[src/rtl/xor_chain_inverter_if.sv]
// Valid/ready stream bundle for the XOR-chain inverter: the encoded words going in,
// the decoded words coming out, and the delivered-word count.
interface xor_chain_inverter_if #(
  parameter int IO_PAIRS = 10,
  parameter int CNT_W    = 16
);
  logic [2*IO_PAIRS-1:0] in_data;
  logic                  in_valid;
  logic                  in_ready;
  logic [2*IO_PAIRS-1:0] out_data;
  logic                  out_valid;
  logic                  out_ready;
  logic [CNT_W-1:0]      out_count;

  // master: the bench/producer side; slave: the inverter itself
  modport master (
    output in_data, in_valid, out_ready,
    input  in_ready, out_data, out_valid, out_count
  );

  modport slave (
    input  in_data, in_valid, out_ready,
    output in_ready, out_data, out_valid, out_count
  );
endinterface

[src/rtl/xor_chain_inverter.sv]
// Pipelined inverse of the IO_PAIRS x DEPTH XOR/NOT network: one inverse layer per
// stage, bubble-collapsing valid/ready flow control, and a wrapping delivered-word counter.
module xor_chain_inverter #(
  parameter int IO_PAIRS = 10,
  parameter int DEPTH    = 1,
  parameter int CNT_W    = 16
) (
  input  logic               clk,
  input  logic               rst_n,
  xor_chain_inverter_if.slave bus
);
  localparam int W = 2 * IO_PAIRS;

  // Undoes one forward layer per pair: o1 = i1 ^ i0, o0 = ~i0
  function automatic logic [W-1:0] invLayer(input logic [W-1:0] enc);
    logic [W-1:0] dec;
    dec = '0;
    for (int j = 0; j < IO_PAIRS; j++) begin
      dec[2*j]   = ~enc[2*j];
      dec[2*j+1] = ~(enc[2*j+1] ^ enc[2*j]);
    end
    return dec;
  endfunction

  logic [W-1:0]     stgData [DEPTH];
  logic [W-1:0]     srcData [DEPTH];
  logic [DEPTH-1:0] stgValid;
  logic [DEPTH-1:0] upValid;
  logic [DEPTH-1:0] moveStg;
  logic [DEPTH-1:0] leaveStg;
  logic [CNT_W-1:0] outCount;
  logic             outFire;

  always_comb begin
    upValid    = '0;
    srcData[0] = bus.in_data;
    upValid[0] = bus.in_valid;
    for (int k = 1; k < DEPTH; k++) begin
      srcData[k] = stgData[k-1];
      upValid[k] = stgValid[k-1];
    end
  end

  // Walk from the output back so each stage sees whether its own word is leaving
  always_comb begin
    outFire  = stgValid[DEPTH-1] & bus.out_ready;
    moveStg  = '0;
    leaveStg = '0;
    for (int k = DEPTH - 1; k >= 0; k--) begin
      if (k == DEPTH - 1) leaveStg[k] = outFire;
      else                leaveStg[k] = moveStg[k+1];
      moveStg[k] = upValid[k] & (~stgValid[k] | leaveStg[k]);
    end
  end

  always_ff @(posedge clk or negedge rst_n) begin
    if (!rst_n) begin
      stgValid <= '0;
      outCount <= '0;
      for (int k = 0; k < DEPTH; k++) stgData[k] <= '0;
    end else begin
      for (int k = 0; k < DEPTH; k++) begin
        if (moveStg[k]) begin
          stgData[k]  <= invLayer(srcData[k]);
          stgValid[k] <= 1'b1;
        end else if (leaveStg[k]) begin
          stgValid[k] <= 1'b0;
        end
      end
      if (outFire) outCount <= outCount + 1'b1;
    end
  end

  assign bus.in_ready  = ~stgValid[0] | leaveStg[0];
  assign bus.out_data  = stgData[DEPTH-1];
  assign bus.out_valid = stgValid[DEPTH-1];
  assign bus.out_count = outCount;
endmodule
[src/flat_wrapper.sv]
// flat-port wrapper written by rule: the top's interface ports become plain ports
module xor_chain_inverter_flat 
#(
  parameter int IO_PAIRS = 10,
  parameter int DEPTH    = 1,
  parameter int CNT_W    = 16
)
  (clk, rst_n, bus_in_data, bus_in_valid, bus_out_ready, bus_in_ready, bus_out_data, bus_out_valid, bus_out_count);
  xor_chain_inverter_if #(.IO_PAIRS(IO_PAIRS), .CNT_W(CNT_W)) bus_i ();
  input  logic clk;
  input  logic rst_n;
  input wire logic [$bits(bus_i.in_data)-1:0] bus_in_data;
  input wire logic [$bits(bus_i.in_valid)-1:0] bus_in_valid;
  input wire logic [$bits(bus_i.out_ready)-1:0] bus_out_ready;
  output wire logic [$bits(bus_i.in_ready)-1:0] bus_in_ready;
  output wire logic [$bits(bus_i.out_data)-1:0] bus_out_data;
  output wire logic [$bits(bus_i.out_valid)-1:0] bus_out_valid;
  output wire logic [$bits(bus_i.out_count)-1:0] bus_out_count;
  assign bus_i.in_data = bus_in_data;
  assign bus_i.in_valid = bus_in_valid;
  assign bus_i.out_ready = bus_out_ready;
  assign bus_in_ready = bus_i.in_ready;
  assign bus_out_data = bus_i.out_data;
  assign bus_out_valid = bus_i.out_valid;
  assign bus_out_count = bus_i.out_count;
  xor_chain_inverter #(.IO_PAIRS(IO_PAIRS), .DEPTH(DEPTH), .CNT_W(CNT_W)) u_core (.clk(clk), .rst_n(rst_n), .bus(bus_i));
endmodule
[config.mk]
export PLATFORM = sky130hd
export DESIGN_NAME = xor_chain_inverter_flat
export DESIGN_NICKNAME = d
export VERILOG_FILES = /design/src/rtl/xor_chain_inverter_if.sv /design/src/rtl/xor_chain_inverter.sv /design/src/flat_wrapper.sv
export SDC_FILE = /design/constraint.sdc
export NUM_CORES = 1
export LEC_CHECK = 0
export CAP_MARGIN = 20
export CORE_MARGIN = 5
export CORE_UTILIZATION = 42
export DETAILED_ROUTE_END_ITERATION = 8
export PLACE_DENSITY = 0.78
export SETUP_SLACK_MARGIN = 0.05
export SYNTH_ARGS = -nofsm -noshare
export SYNTH_HDL_FRONTEND = slang
export SYNTH_SLANG_ARGS = --single-unit
[constraint.sdc]
create_clock -name clk -period 1.3 [get_ports clk]
set_input_delay 0.26 -clock clk [delete_from_list [all_inputs] [get_ports clk]]
set_output_delay 0.26 -clock clk [all_outputs]
set_load 0.01 [all_outputs]
==> impl_metrics.ini <==
[power_and_ir_drop]
power_density_mw_per_mm2 = 1310
power_mw = 3.35
power.leakage_nw = 1.18
ir_drop_mv = 0.808

[drt]
first_pass_iters = 4
postRouteAntennaNets = 0
routed_wirelength_mm = 3.89
wl_per_cell_um = 14.0
first_iter_violations = 68
num_vias = 1324
post-route-drc-count = 0
vias_per_cell = 4.78

[floorplanning]
die_w_um = 70.5
pin_count = 62
fp.dieH_um = 70.5
fp.dieArea_mm2 = 0.00497
start_util = 0.426
core-area_mm2 = 0.00361
placementRows = 22

[worst_setup_path]
crit_family = simple AND/OR/NAND/NOR gates
crit_fanout = 6
cp_data_arrival_time_ps = 1510
r2r_start = u_core.bus.out_count[0]$_DFFE_PN0P_
rr_worst_depth = 6
r2r-end = u_core.bus.out_count[8]$_DFFE_PN0P_
rrSetupSlack_ps = -20
path_class = flip-flop to flip-flop
cp-end-kind = flip-flop
cpPeakStageDelay_ps = 370
setup.worst_path.start_class = flip-flop
required_ps = 1500
crit_path_top_delay_cell = dfrtp_1
worst-path-buf-inv = 1
crit_chain = buf_6 -> ha_4 -> nand3_4 -> nor2_4 -> nand2_1 -> xnor2_1

[logic_synthesis]
synth.distinct_cells = 20
ys_ff_latch = 37
yosys-top-cells-area = dfrtp_1 60%, xnor2_1 8.0%, nand2_1 7.1%
synth-warning-count = 0
syn-num-nets = 164
synth_top_area_cell = dfrtp_1
synth_area_mm2 = 0.00154
ys_seq_area_frac = 0.602
syn_area_per_cell_um2 = 11.1
yosys.area.top_type_share = 0.602
netlist_instances = 139

[cells_and_area]
n_antenna_cell = 0
layout_commonest_cell = dfrtp_1
syn_to_final_growth_pct = 66.0
nets = 254
drive_gt1_frac = 0.227
mostFrequentLayoutCells = 35 x dfrtp_1, 25 x nand2_1, 21 x clkdlybuf4s50_1
finalInstanceArea_mm2 = 0.00255
utilization = 0.708
instances_no_fill = 277

[sta]
setup_violations = 1
tns_ps = -16.6
final_hold_viol_count = 0
rsz0062_at_grt = yes
tightestPinTransition_ps = 332
timing.hold.ws_ps = 412
slew_headroom = 0.777
min_period_ps = 1320
finalMaxSlewViolations = 0
period_share = 1.01
skew_ps = 2.92
timing.final.ws_setup_ps = -16.6
max_freq_mhz = 760

[place]
dp.cells = 252
dp_slack_ps = -443
hpwl_mm = 2.79
port_buffers = 61
gp_congestion = 0.782
placed_area_mm2 = 0.00227

[cts]
root_buffer = clkbuf_8
clk-insertion-delay-late_ps = 280
cts_sinks = 37
numCtsBuffers = 5
clk_path_buf_depth = 2
cts_tree = done
clkTransAtPathRegs_ps = 70
cts-htree-levels = 2

[grt]
grt_max_degree = 41
overflow = 0
grt_pass1_vias = 1354
grt_pass1_wl_mm = 6.09
antenna_found_initial = 0
track_usage = 0.157

[min_path]
hp-class = input port to async pin

[run_status]
violations = setup timing
outcome = finished with violations

[run]
drv_cap = 0
where the power goes:
part           internal (mW)  switching (mW)
combinational          0.584           0.488
sequential              1.34           0.148
clock                  0.420           0.369
Yosys cell counts (all sizes together):
cell and number:
dfrtp 37, nand3 8, o21ai 20, nor2 4
xor2 11, nand2b 2, xnor2 14, mux2 1
nor4 2, nor3 1, nand4 1, inv 3
clkbuf 2, buf 2, and2 1, ha 1
nand2 29
worst register-to-register path, cell delays in order (launching register included):
cell,delay [ps]
dfrtp_1,370
buf_6,120
ha_4,130
nand3_4,70
nor2_4,230
nand2_1,120
xnor2_1,200
per-layer routing:
metal / GRT usage / vias to the layer above / part of all wire
met3: 0.0763 / 9 / 0.12
met2: 0.268 / 63 / 0.49
li1: - / 636 / -
met5: 0 / - / 0
met1: 0.163 / 616 / 0.37
met4: 0.0702 / 0 / 0.023
final cells by class:
cell class | count | area, µm²
repair buffers | 87 | 815
flip-flops and latches | 37 | 928
well taps | 48 | 60.1
multi-input cells | 95 | 652
clock buffers | 7 | 86.3
fillers | 281 | 1050
inverters | 3 | 11.3
registers in the layout, summed over array words and instances, names as in the netlist:
register and cells:
u_core.bus.out_data 20, u_core.bus.out_count 16, u_core.bus.out_valid 1
worst max-delay path by stage:
stage                     cells past startpoint                                 from                             endpoint
final                                         6  u_core.bus.out_count[0]$_DFFE_PN0P_  u_core.bus.out_count[8]$_DFFE_PN0P_
after global routing                          6  u_core.bus.out_count[0]$_DFFE_PN0P_  u_core.bus.out_count[8]$_DFFE_PN0P_
after CTS                                     2     u_core.bus.out_valid$_DFFE_PN0P_                         bus_in_ready
after global placement                        3                        bus_out_ready                         bus_in_ready
after detailed placement                      3                        bus_out_ready                         bus_in_ready
after floorplan                               5  u_core.bus.out_count[0]$_DFFE_PN0P_  u_core.bus.out_count[6]$_DFFE_PN0P_
kinds of logic (layout without fill, tap and decap cells):
| logic type | count (synthesis) | in the layout | share of synthesized area |
|---|---|---|---|
| fa+ha+maj | 1 | 1 | 0.00814 |
| buf+inv | 7 | 97 | 0.0187 |
| mux | 1 | 1 | 0.00732 |
| flops | 37 | 37 | 0.602 |
| compound gates | 20 | 20 | 0.0651 |
| simple gates | 48 | 48 | 0.156 |
| xor+xnor | 25 | 25 | 0.142 |
repair_timing:
| action | in CTS | in global routing |
|---|---|---|
| hold buffers | 1 | 0 |
| endpoints found under the setup margin | 50 | 31 |
| setup buffers | 11 | 6 |
| gates resized for setup | 61 | 23 |
| endpoints found under the hold margin | 12 | 0 |
| pin swaps | 2 | 7 |
Power figures use the tool's default switching activity.
